`config.mk`:
```
export PLATFORM = sky130hd
export DESIGN_NAME = instr_fetch_ctrl
export DESIGN_NICKNAME = d
export VERILOG_FILES = /design/src/rtl/instr_fetch_ctrl_pkg.sv /design/src/rtl/instr_fetch_ctrl_fetch_queue.sv /design/src/rtl/instr_fetch_ctrl.sv
export SDC_FILE = /design/constraint.sdc
export NUM_CORES = 1
export LEC_CHECK = 0
export ABC_AREA = 1
export CORE_MARGIN = 5
export CORE_UTILIZATION = 50
export DETAILED_ROUTE_END_ITERATION = 16
export PLACE_DENSITY = 0.81
export RECOVER_POWER = 25
export SETUP_SLACK_MARGIN = 0.15
export SLEW_MARGIN = 30
export SYNTH_ARGS = -nofsm -noshare
export SYNTH_HDL_FRONTEND = slang
export SYNTH_SLANG_ARGS = --single-unit
```
`constraint.sdc`:
```
create_clock -name clk -period 5.45 [get_ports clk]
set_clock_uncertainty 0.05 [all_clocks]
set_input_delay 1.09 -clock clk [delete_from_list [all_inputs] [get_ports clk]]
set_output_delay 1.09 -clock clk [all_outputs]
set_load 0.1 [all_outputs]
```
`src/rtl/instr_fetch_ctrl_pkg.sv`:
```
// Shared types and constants for the instruction fetch controller and its queue.
package instr_fetch_ctrl_pkg;

    localparam int INSTR_W = 32;
    localparam logic [INSTR_W-1:0] NOP = 32'h0000_0000;

    typedef enum logic [1:0] {
        ST_IDLE  = 2'd0,
        ST_FETCH = 2'd1,
        ST_FULL  = 2'd2,
        ST_HALT  = 2'd3
    } fetch_state_e;

    typedef struct packed {
        logic [31:0]        pc;
        logic [INSTR_W-1:0] instr;
    } fetch_entry_t;

endpackage

```
`src/rtl/instr_fetch_ctrl_fetch_queue.sv`:
```
// Circular fetch queue: push at tail, pop at head, flush empties it in one edge.
module fetch_queue #(
    parameter int DEPTH = 2,
    parameter int WIDTH = 64
) (
    input  logic                           clk,
    input  logic                           rst_n,
    input  logic                           flush,
    input  logic                           push,
    input  logic [WIDTH-1:0]               push_data,
    input  logic                           pop,
    output logic [WIDTH-1:0]               head_data,
    output logic [$clog2(DEPTH+1)-1:0]     count
);

    localparam int CNT_W = $clog2(DEPTH + 1);
    localparam int PTR_W = (DEPTH > 1) ? $clog2(DEPTH) : 1;
    localparam logic [CNT_W-1:0] CNT_FULL = CNT_W'(DEPTH);
    localparam logic [PTR_W-1:0] PTR_LAST = PTR_W'(DEPTH - 1);

    logic [WIDTH-1:0] mem [DEPTH];
    logic [PTR_W-1:0] wr_ptr;
    logic [PTR_W-1:0] rd_ptr;
    logic             push_ok;
    logic             pop_ok;

    // Pointers wrap at DEPTH so non-power-of-two depths work.
    function automatic logic [PTR_W-1:0] ptr_inc(input logic [PTR_W-1:0] p);
        return (p == PTR_LAST) ? '0 : p + PTR_W'(1);
    endfunction

    always_comb begin
        pop_ok  = pop && (count != '0);
        push_ok = push && ((count != CNT_FULL) || pop_ok);
    end

    // NOTE: sequential state uses non-blocking assignments so every register samples pre-edge values.
    always_ff @(posedge clk or negedge rst_n) begin
        if (!rst_n) begin
            wr_ptr <= '0;
            rd_ptr <= '0;
            count  <= '0;
        end else if (flush) begin
            wr_ptr <= '0;
            rd_ptr <= '0;
            count  <= '0;
        end else begin
            if (push_ok) wr_ptr <= ptr_inc(wr_ptr);
            if (pop_ok)  rd_ptr <= ptr_inc(rd_ptr);
            case ({push_ok, pop_ok})
                2'b10:   count <= count + CNT_W'(1);
                2'b01:   count <= count - CNT_W'(1);
                default: count <= count;
            endcase
        end
    end

    // NOTE: storage has no reset; emptiness is tracked by count alone, so stale words are never observed.
    always_ff @(posedge clk) begin
        if (push_ok && !flush) mem[wr_ptr] <= push_data;
    end

    assign head_data = mem[rd_ptr];

endmodule

```
`src/rtl/instr_fetch_ctrl.sv`:
```
// Instruction fetch controller: owns pc and the fetch FSM, feeds decode through fetch_queue.
module instr_fetch_ctrl
    import instr_fetch_ctrl_pkg::*;
#(
    parameter logic [31:0] RESET_PC   = 32'h0000_0000,
    parameter int          IMEM_WORDS = 64,
    parameter int          QDEPTH     = 2
) (
    input  logic                clk,
    input  logic                rst_n,
    output logic [31:0]         imem_addr,
    input  logic [INSTR_W-1:0]  imem_rdata,
    input  logic                redirect_valid,
    input  logic [31:0]         redirect_pc,
    input  logic                id_ready,
    output logic                id_valid,
    output logic [INSTR_W-1:0]  id_instr,
    output logic [31:0]         id_pc,
    output logic                halted,
    output logic                align_err,
    output logic [15:0]         fetch_count
);

    localparam int CNT_W = $clog2(QDEPTH + 1);
    localparam logic [CNT_W-1:0] CNT_FULL = CNT_W'(QDEPTH);
    localparam logic [32:0]      PC_LIMIT = 33'(IMEM_WORDS) * 33'd4;

    localparam logic [1:0] S_IDLE  = ST_IDLE;
    localparam logic [1:0] S_FETCH = ST_FETCH;
    localparam logic [1:0] S_FULL  = ST_FULL;
    localparam logic [1:0] S_HALT  = ST_HALT;

    logic [1:0]       state;
    logic [1:0]       state_nxt;
    logic [31:0]      pc;
    logic [31:0]      pc_nxt;
    logic [CNT_W-1:0] q_count;
    logic [CNT_W-1:0] cnt_after;
    logic             pop;
    logic             push;
    logic             flush;
    logic             room;
    logic             at_end;
    fetch_entry_t     head;
    fetch_entry_t     tail_entry;

    always_comb begin
        pop        = (q_count != '0) && id_ready;
        flush      = redirect_valid && (state != S_IDLE);
        at_end     = {1'b0, pc} >= PC_LIMIT;
        room       = (q_count < CNT_FULL) || ((q_count == CNT_FULL) && pop);
        push       = (state == S_FETCH) && !flush && !at_end && room;
        cnt_after  = q_count + CNT_W'(push) - CNT_W'(pop);
        tail_entry = '{pc: pc, instr: imem_rdata};
    end

    fetch_queue #(
        .DEPTH (QDEPTH),
        .WIDTH ($bits(fetch_entry_t))
    ) u_queue (
        .clk       (clk),
        .rst_n     (rst_n),
        .flush     (flush),
        .push      (push),
        .push_data (tail_entry),
        .pop       (pop && !flush),
        .head_data (head),
        .count     (q_count)
    );

    // NOTE: defaults first so every path assigns both outputs and no latch is inferred.
    always_comb begin
        state_nxt = state;
        pc_nxt    = pc;
        case (state)
            S_IDLE:  state_nxt = S_FETCH;
            S_FETCH: begin
                if (at_end) begin
                    state_nxt = S_HALT;
                end else begin
                    if (push) pc_nxt = pc + 32'd4;
                    if ((cnt_after == CNT_FULL) && !pop) state_nxt = S_FULL;
                end
            end
            S_FULL:  if (pop) state_nxt = S_FETCH;
            S_HALT:  state_nxt = S_HALT;
            default: state_nxt = S_IDLE;
        endcase
        // A taken branch overrides everything outside IDLE; low address bits are dropped.
        if (flush) begin
            state_nxt = S_FETCH;
            pc_nxt    = {redirect_pc[31:2], 2'b00};
        end
    end

    always_ff @(posedge clk or negedge rst_n) begin
        if (!rst_n) begin
            state       <= S_IDLE;
            pc          <= RESET_PC;
            align_err   <= 1'b0;
            fetch_count <= 16'h0000;
        end else begin
            state <= state_nxt;
            pc    <= pc_nxt;
            if (flush && (redirect_pc[1:0] != 2'b00)) align_err <= 1'b1;
            if (push && (fetch_count != 16'hFFFF)) fetch_count <= fetch_count + 16'd1;
        end
    end

    assign imem_addr = pc;
    assign id_valid  = (q_count != '0);
    assign id_instr  = id_valid ? head.instr : NOP;
    assign id_pc     = id_valid ? head.pc : 32'h0;
    assign halted    = (state == S_HALT);

endmodule

```
==> results of run 1 <==
## critical path, stage by stage (launching register included)
cell	delay, ps
dfrtp_2	380
buf_4	580
nand2_1	130
a21oi_1	280
clkdlybuf4s50_1	1200
## per-stage QoR
step	instances	power, mW	cell area (um2)
after detailed placement	1042	1.865	9398
after global routing	1074	3.125	9965
after floorplan	705	1.735	7466
after global placement	1042	1.859	9395
after CTS	1074	3.048	9975
final	1075	3.025	9967
## layout by cell type (no fill, tap or decap), types with 3 or more instances in the layout
| cell type | instances |
|---|---|
| ha_1 | 5 |
| a21oi_1 | 64 |
| dlygate4sd3_1 | 29 |
| buf_4 | 6 |
| inv_6 | 4 |
| edfxtp_1 | 124 |
| dfrtp_1 | 52 |
| xnor2_1 | 7 |
| nor2_4 | 4 |
| nand2_1 | 232 |
| nand4_1 | 3 |
| clkdlybuf4s50_1 | 146 |
| o21ai_0 | 24 |
| clkinv_2 | 4 |
| conb_1 | 4 |
| buf_2 | 3 |
| o21ai_1 | 8 |
| xor2_1 | 16 |
| nor3_1 | 7 |
| nor2_1 | 33 |
| o221ai_1 | 4 |
| clkbuf_16 | 17 |
| inv_1 | 54 |
| nand3_1 | 13 |
## worst paths after layout
kind                            slack, ps                 end           start
worst min-delay path                  440           align_err       align_err
worst max-delay path                 1310           id_pc[21]  u_queue.rd_ptr
worst min register to register        440           align_err       align_err
min in group asynchronous             750        imem_addr[7]           rst_n
max in group asynchronous            4080      u_queue.rd_ptr           rst_n
worst max register to register       2630  u_queue.mem[0][61]   imem_addr[13]
## cell usage after synthesis (all sizes together)
master	instances	area, um2
dfrtp	53	1326
conb	1	3.750
a21oi	64	320.3
o211ai	1	7.510
o21ai	33	176.4
a31oi	1	6.260
inv	58	220.2
o22ai	1	6.260
nand3	13	65.06
buf	13	76.32
xnor2	7	61.31
clkbuf	18	67.56
nand2	235	894.6
ha	5	62.56
xor2	16	140.1
nand3b	1	7.510
a22o	2	17.52
o21bai	2	15.01
nand4	3	18.77
edfxtp	124	3724
nor4	1	6.260
nor3	7	35.03
o221ai	4	35.03
nor2	39	161.4
## where the power goes
part,leakage (nW),total (mW),internal (mW),switching [mW]
Sequential,1.75,1.50,1.47,0.0330
Combinational,1.90,0.331,0.0917,0.239
Clock,0.281,1.19,0.690,0.502
## per-layer routing
layer  track usage  vias up
li1              -     2678
met1        0.2974     2679
met2        0.3431      239
met3       0.06183       29
met4       0.06857        0
met5             0        -
## final cells by class
cell class	count	area [um2]	area share
antenna	1	2.502	0.0002511
clock buffer	20	446.7	0.04482
clock inverter	12	130.1	0.01306
inverter	58	222.7	0.02235
multi-input combinational	439	2072	0.2079
sequential	177	5051	0.5068
tap	184	230.2	0.02310
timing repair buffer	184	1812	0.1818
## state kept, by name, summed over array words and instances, names as in the netlist
name / cells
u_queue.count: 2
state: 2
u_queue.rd_ptr: 1
u_queue.wr_ptr: 1
u_queue.mem: 124
align_err: 1
fetch_count: 16
imem_addr: 30
## cells by family after synthesis
| kind of cell | after synthesis | share of synthesized area |
|---|---|---|
| DFF | 177 | 0.6774 |
| xor gates and xnor gates | 23 | 0.02702 |
| and+or+nand+nor | 299 | 0.1595 |
| AOI/OAI and AO/OA | 108 | 0.07838 |
| other | 1 | 0.0005030 |
| buffers and inverters | 89 | 0.04884 |
| adders and majority gates | 5 | 0.008392 |
==> metrics.cfg, run 1 <==
[sta]
fin_hold_ws_ps=435.7
rsz0062_at_grt=false
fmax_ghz=0.2417
setup_viol=0
final_max_slew_viol_count=0
max_slew_margin=0.3114
final.min_clock_period_ps=4137
worst_slack_ps=1313
worst_pin_slew_ps=1030
min_period_over_period=0.7592
hold_violations=0
setup_tns_ps=0

[placement]
numPortBuffers=178
pre_cts_ws_ps=1569
place.gp.congestion=0.8311
dp_hpwl_mm=12.73

[global_routing]
grt_usage=0.2185
grt_pass1_wl_mm=29.95
grt_max_degree=65
grt_pass1_vias=5454
overflow=0
antenna_found_initial=0

[cells_and_area]
area_growth_pct=33.70
nets=950
fill_cells=1051
final_core_util=0.6832
drive_gt1_frac=0.06067

[synthesis]
synth_cell_type_count=35
yosys_warnings=0
synth.avg_cell_area_um2=10.62
synth_area_mm2=0.007455
yosysSeqAreaShare=0.6774
synth_seq_cells=177
syn_inst=702

[clock_tree]
cts-resized-gates=0
ctsHoldBuffers=0
numCtsBuffers=17
cts_tree=done
clock_tree.root_cell=clkbuf_16
cts.clk_slew.worst_paths_ps=60
cts.sinks=177
cts_buffer_depth=2
htreeDepth=4
postCtsSetupBuffers=0
clock_latency_ps=420

[drt]
vias=5625
dr_wl_met2_mm=9.083
wl_met3_mm=1.647
wl_mm=19.12
wl_per_cell_um=17.79
routed.top_layer=met4
dr.pass1.iters=5
drc_errors=0
via_per_inst=5.233
met1Wirelength_mm=8.012
drt-initial-drc-count=488
ant_nets=0

[min_path]
hold_depth=1
hp-class=register to register

[floorplanning]
die_x_um=132.1
dieArea_mm2=0.01745
die_y_um=132.1
ios=183
start_util=0.5110
core-area_mm2=0.01459
num_rows=44

[pwr]
powerDensity_mw_per_mm2=303.5
power_leakage_nw=3.932
irDropWorstVdd_uv=237.8

[setup_path]
end_kind=output pin
path_max_fanout=64
required_ps=4310
arrival_ps=3000
cp-start-kind=register
path_class=register to output pin
rr_worst_depth=8

[run]
cap_viol_max_count=0

[status]
outcome=completed

Power figures use the tool's default switching activity.
==> run 2: changes to the inputs <==
clock period = 4 ns   (was 5.45 ns; I/O delays follow)
==> run 2 against run 1 <==
Against the previous run:
- sequential power grew 37%
- total power grew 40%
- hold slack got worse by 4.4 ps
- die area did not move
- combinational power up 37%
- via count about the same
- non-clock buffer count increased by 3
- setup slack got worse by 480 ps
- largest power group unchanged
- global-route usage is essentially flat
- first-iteration DRC count decreased by 4.1%
- the flow now finishes with violations (max-capacitance violations, max-slew violations)
- critical path depth increased by 1
- critical endpoint is now id_instr[16]
- cell count is 0.28% higher
==> metrics.cfg, run 2 (synthesis results as in run 1) <==
[status]
outcome=finished, violations left
violations=max-capacitance violations, max-slew violations

[clock_tree]
clock_tree.root_cell=clkbuf_16
cts_tree=done
postCtsSetupBuffers=0  ; unchanged
ctsHoldBuffers=0  ; unchanged
cts-resized-gates=0  ; unchanged
htreeDepth=4  ; unchanged
cts.clk_slew.worst_paths_ps=60  ; about the same
numCtsBuffers=17  ; unchanged
clock_latency_ps=430  ; about the same
cts.sinks=177  ; unchanged
cts_buffer_depth=2  ; unchanged

[setup_path]
path_cells=inv_2 > buf_4 > nand2_1 > a21oi_1 > buf_4
crit_buf_inv=3  ; +1
cp_common_cell=buf_4
cp-start-kind=register
arrival_ps=2310  ; -690 ps
path_max_fanout=33  ; -48%
path_class=register to output pin
cp_slowest_cell=inv_2
required_ps=3150  ; -1160 ps
crit_family=buffers and inverters
end_kind=output pin
slowest_delay_ps=440  ; -760 ps

[floorplanning]
ios=183  ; unchanged
core-area_mm2=0.01459  ; unchanged
dieArea_mm2=0.01745  ; unchanged
die_x_um=132.1  ; unchanged
die_y_um=132.1  ; unchanged
num_rows=44  ; unchanged
start_util=0.5110  ; unchanged

[sta]
min_period_over_period=0.7907
setup_viol=0  ; unchanged
fmax_ghz=0.3162
rsz0062_at_grt=false
final.min_clock_period_ps=3163
hold_violations=0  ; unchanged
setup_tns_ps=0  ; unchanged
worst_pin_slew_ps=1693  ; +663.6 ps
max_slew_margin=-0.1289  ; -0.4403
final_max_slew_viol_count=28  ; +28

[pwr]
internal_power_mw=3.176  ; +41%
p_switching_mw=1.067  ; +38%
irDropWorstVdd_uv=365.3  ; +54%
clock_power_share=0.410  ; +0.016
powerDensity_mw_per_mm2=428.4  ; +41%
power_leakage_nw=4.085  ; +3.9%
pwr-share-comb=0.107  ; -0.002
p_sw_frac=0.2515  ; -0.004646
seqPwrFrac=0.483  ; -0.013

[cells_and_area]
drive_gt1_frac=0.1333  ; +0.07258
largest_reg_flops=124  ; unchanged
final_core_util=0.6788  ; -0.004374
stdcell_area_mm2=0.009903  ; -0.64%
regMostFlops=u_queue.mem
layout_commonest_cell=nand2_1
most-common-layout-cells=232 x nand2_1, 124 x edfxtp_1, 96 x clkdlybuf4s50_1
nets=953  ; +0.32%
area_growth_pct=32.85

[min_path]
hp-class=register to register

[drt]
drt-initial-drc-count=468  ; -4.1%
drc_errors=0  ; unchanged
via_per_inst=5.215  ; -0.33%
wl_per_cell_um=17.64  ; -0.79%
dr.pass1.iters=5  ; unchanged
wl_mm=19.02  ; -0.52%
vias=5622  ; -0.053%
ant_nets=0  ; unchanged

[global_routing]
overflow=0  ; unchanged
grt_pass1_wl_mm=29.90  ; -0.16%
grt_max_degree=65  ; unchanged
antenna_found_initial=0  ; unchanged
grt_pass1_vias=5680  ; +4.1%
grt_usage=0.2185  ; about the same

[placement]
numPortBuffers=178  ; unchanged
dpl_cell_area_mm2=0.009298  ; -1.1%
dp_hpwl_mm=12.87  ; +1.1%
place.gp.congestion=0.8592  ; +3.4%

[run]
cap_viol_max_count=1  ; +1

## run 2: path summary, 6_finish.rpt
kind | depth (start not counted) | startpoint | end | slack (ps)
worst max-delay path | 5 | u_queue.rd_ptr | id_instr[16] | 840
worst min-delay path | 1 | align_err | align_err | 430
worst max register to register | 11 | imem_addr[10] | state[0] | 1770
worst min register to register | 1 | align_err | align_err | 430
max in group asynchronous | 2 | rst_n | state[0] | 2000
min in group asynchronous | 1 | rst_n | imem_addr[9] | 750
## run 2: through the flow
stage / power, mW / cells / hold WS (ps) / setup WS [ps]
finish: 4.243 / 1078 / 431.3 / 837.0
global route: 4.351 / 1077 / 478.3 / 752.9
CTS: 4.264 / 1077 / 372.0 / 827.2
detailed placement: 2.544 / 1045 / 420.5 / 947.9
global placement: 2.537 / 1045 / 416.6 / 1081
floorplan: 2.364 / 705 / 454.4 / 347.9
## run 2: area by class of cell
| cell class | count | area, um2 |
|---|---|---|
| clock buffers | 20 | 436.7 |
| flip-flops and latches | 177 | 5051 |
| well taps | 184 | 230.2 |
| diodes | 1 | 2.502 |
| inverters | 58 | 220.2 |
| fillers | 1039 | 4686 |
| multi-input cells | 439 | 2072 |
| repair buffers | 187 | 1708 |
| clock inverters | 12 | 182.7 |
## run 2: power groups by stage
stage	registers (mW)	clock network [mW]	logic [mW]
floorplan	2.27	0	0.0903
global placement	2.08	0	0.454
detailed placement	2.09	0	0.459
CTS	2.05	1.75	0.462
global route	2.05	1.83	0.474
finish	2.05	1.74	0.454
## run 2: metal layers
| metal | share of wire | wire (um) | vias to the layer above | global-route usage |
|---|---|---|---|---|
| li1 | - | - | 2681 | - |
| met1 | 0.39 | 7491 | 2685 | 0.2661 |
| met2 | 0.51 | 9609 | 233 | 0.3723 |
| met3 | 0.087 | 1657 | 23 | 0.07481 |
| met4 | 0.014 | 263 | 0 | 0.05943 |
| met5 | 0 | 0 | - | 0 |
==> run 3: changes to the inputs <==
CORE_UTILIZATION = 45   (was 50)
PLACE_DENSITY = 0.77   (was 0.81)
clock period = 2.9 ns   (was 4 ns; I/O delays follow)
==> run 3 against run 2 <==
Against the previous run:
- the flow still finishes with violations (max-capacitance violations, max-slew violations)
- non-clock buffer count up 3
- critical endpoint is now id_valid
- clock power is 40% higher
- critical path depth is 1 lower
- hold slack improved by 17 ps
- setup slack got worse by 420 ps
- cell area grew 11%
- via count is 0.14% lower
- core utilization decreased by 1.1 points
- total power grew 39%
- sequential cell count is the same
- sequential power is 38% higher
- sequential share of layout area fell by 4.7 points
==> metrics.cfg, run 3 (synthesis results as in run 1) <==
[status]
outcome=finished, violations left
violations=max-capacitance violations, max-slew violations

[global_routing]
grt_pass1_wl_mm=31.09  ; +4.0%
grt_max_degree=65  ; unchanged
antenna_found_initial=3  ; +3
grt.met2_usage=0.3448  ; -0.02745
use_met3=0.06310  ; -0.01171
overflow=0  ; unchanged
grt_util_met1=0.2549  ; -0.01122
grt_pass1_vias=5680  ; unchanged
top_usage_layer=met2
grt_usage=0.2054  ; -0.01312

[cells_and_area]
fill_cells=1141  ; +9.8%
regMostFlops=u_queue.mem
largest_reg_flops=124  ; unchanged
final_core_util=0.6677  ; -0.01116
area_growth_pct=46.95
layout_commonest_cell=nand2_1
most-common-layout-cells=232 x nand2_1, 124 x edfxtp_1, 68 x buf_12
regArea_mm2=0.005077  ; +0.52%
fin_cells=1117  ; +3.6%
multi_input_area_mm2=0.002301  ; +11%
nets=956  ; +0.31%
drive_gt1_frac=0.2726  ; +0.1394

[placement]
pre_cts_ws_ps=183.1  ; -764.9 ps
numPortBuffers=178  ; unchanged
dp_hpwl_mm=13.50  ; +4.9%
dp.cells=1084  ; +3.7%
place.gp.congestion=0.9052  ; +5.4%

[clock_tree]
cts.clk_slew.worst_paths_ps=60  ; about the same
numCtsBuffers=17  ; unchanged
clock_latency_ps=420  ; about the same
cts_tree=done
htreeDepth=4  ; unchanged
postCtsSetupBuffers=0  ; unchanged
cts_buffer_depth=2  ; unchanged
cts.sinks=177  ; unchanged
clock_tree.root_cell=clkbuf_16
ctsHoldBuffers=0  ; unchanged
cts-resized-gates=0  ; unchanged

[sta]
max_slew_margin=-0.2266  ; -0.09770
final_max_slew_viol_count=32  ; +14%
min_period_over_period=0.8566
setup_tns_ps=0  ; unchanged
worst_slack_ps=415.8  ; -421.3 ps
setup_viol=0  ; unchanged
final.min_clock_period_ps=2484
worst_pin_slew_ps=1840  ; +146.6 ps
hold_violations=0  ; unchanged
fmax_ghz=0.4025
rsz0062_at_grt=false

[setup_path]
required_ps=2270  ; -880 ps
rr_worst_depth=10  ; -1
slowest_delay_ps=470  ; +30 ps
path_class=register to output pin
crit_buf_inv=3  ; unchanged
cp_common_cell=buf_12
end_kind=output pin
cp-start-kind=register
rrSetupSlack_ps=670  ; -1100 ps
cp_slowest_cell=dfrtp_1
r2r_end=imem_addr[12]
r2r_start=imem_addr[10]
crit_family=buffers and inverters
path_cells=nor2_4 > buf_12 > inv_1 > buf_12
path_max_fanout=63  ; +91%
arrival_ps=1850  ; -460 ps

[pwr]
fin_total_pwr_mw=5.885  ; +39%
irDropWorstVdd_uv=456.0  ; +25%
power_leakage_nw=4.315  ; +5.6%
powerDensity_mw_per_mm2=537.2  ; +25%

[floorplanning]
start_util=0.4544  ; -0.05662
dieArea_mm2=0.01924  ; +10%
die_y_um=138.7  ; +5.0%
num_rows=47  ; +6.8%
die_x_um=138.7  ; +5.0%
ios=183  ; unchanged
core-area_mm2=0.01641  ; +12%

[min_path]
hp-class=register to register
hold_depth=0  ; -1
holdCritStartpoint=imem_addr[13]
hold_end=u_queue.mem[0][45]

[drt]
dr.pass1.iters=5  ; unchanged
via_per_inst=5.026  ; -3.6%
vias=5614  ; -0.14%
wl_per_cell_um=17.41  ; -1.4%
drt-initial-drc-count=370  ; -21%
ant_nets=0  ; unchanged
wl_mm=19.44  ; +2.2%
drc_errors=0  ; unchanged

[run]
cap_viol_max_count=1  ; unchanged

[run 3: cell types whose count changed in the layout (fill, tap and decap cells not counted), moves of 3 or more]
| cell | previous run | this run |
|---|---|---|
| buf_4 | 69 | 55 |
| a21oi_1 | 64 | 3 |
| clkbuf_1 | 4 | 1 |
| dlygate4sd3_1 | 15 | 27 |
| buf_12 | 3 | 68 |
| a21oi_2 | 0 | 61 |
| dfrtp_2 | 1 | 13 |
| clkdlybuf4s50_1 | 96 | 39 |
| buf_2 | 3 | 0 |
| dfrtp_1 | 52 | 37 |
| dfrtp_4 | 0 | 3 |
[run 3: worst register-to-register path: stages, from the launching register on]
cell and delay (ps):
dfrtp_4 500, inv_1 80, nand2_1 50, nor2_1 170, nand2_1 100, nor2_1 120
nand3_1 260, buf_4 290, nand2_2 180, buf_4 210, o21ai_0 100
[run 3: final cells by class]
cell class                      count  area share
Clock inverter                     14     0.01930
Multi-Input combinational cell    439      0.2101
Timing Repair Buffer              190      0.2226
Inverter                           58     0.02010
Tap cell                          220     0.02513
Sequential cell                   177      0.4635
Antenna cell                        2   0.0004569
Clock buffer                       17     0.03883
[run 3: routing by layer]
| layer | vias to the layer above | routed length (um) |
|---|---|---|
| met1 | 2672 | 7752 |
| li1 | 2688 | - |
| met4 | 6 | 440 |
| met2 | 212 | 9889 |
| met5 | - | 41 |
| met3 | 36 | 1319 |
[run 3: worst max path at each step]
stage / slack [ps] / endpoint / cells after the start / from
2_1_floorplan: -2 / id_instr[0] / 4 / u_queue.rd_ptr
5_1_grt: 350 / id_instr[0] / 4 / u_queue.count[0]
3_5_place_dp: 180 / imem_addr[14] / 8 / id_ready
3_3_place_gp: 260 / u_queue.mem[0][27] / 6 / id_ready
6_report: 420 / id_valid / 4 / u_queue.count[0]
4_1_cts: 420 / id_valid / 4 / u_queue.count[0]
[run 3: stage by stage]
step	area [um2]	hold WS, ps
finish	10950	448.4
global route	10950	456.5
CTS	10960	194.0
detailed placement	10320	431.8
global placement	10320	433.9
floorplan	7750	234.4
[run 3: power breakdown]
part | switching, mW | total [mW] | internal [mW]
Combinational | 0.453 | 0.616 | 0.163
Sequential | 0.0621 | 2.83 | 2.77
Clock | 0.919 | 2.44 | 1.52
Total | 1.43 | 5.89 | 4.45
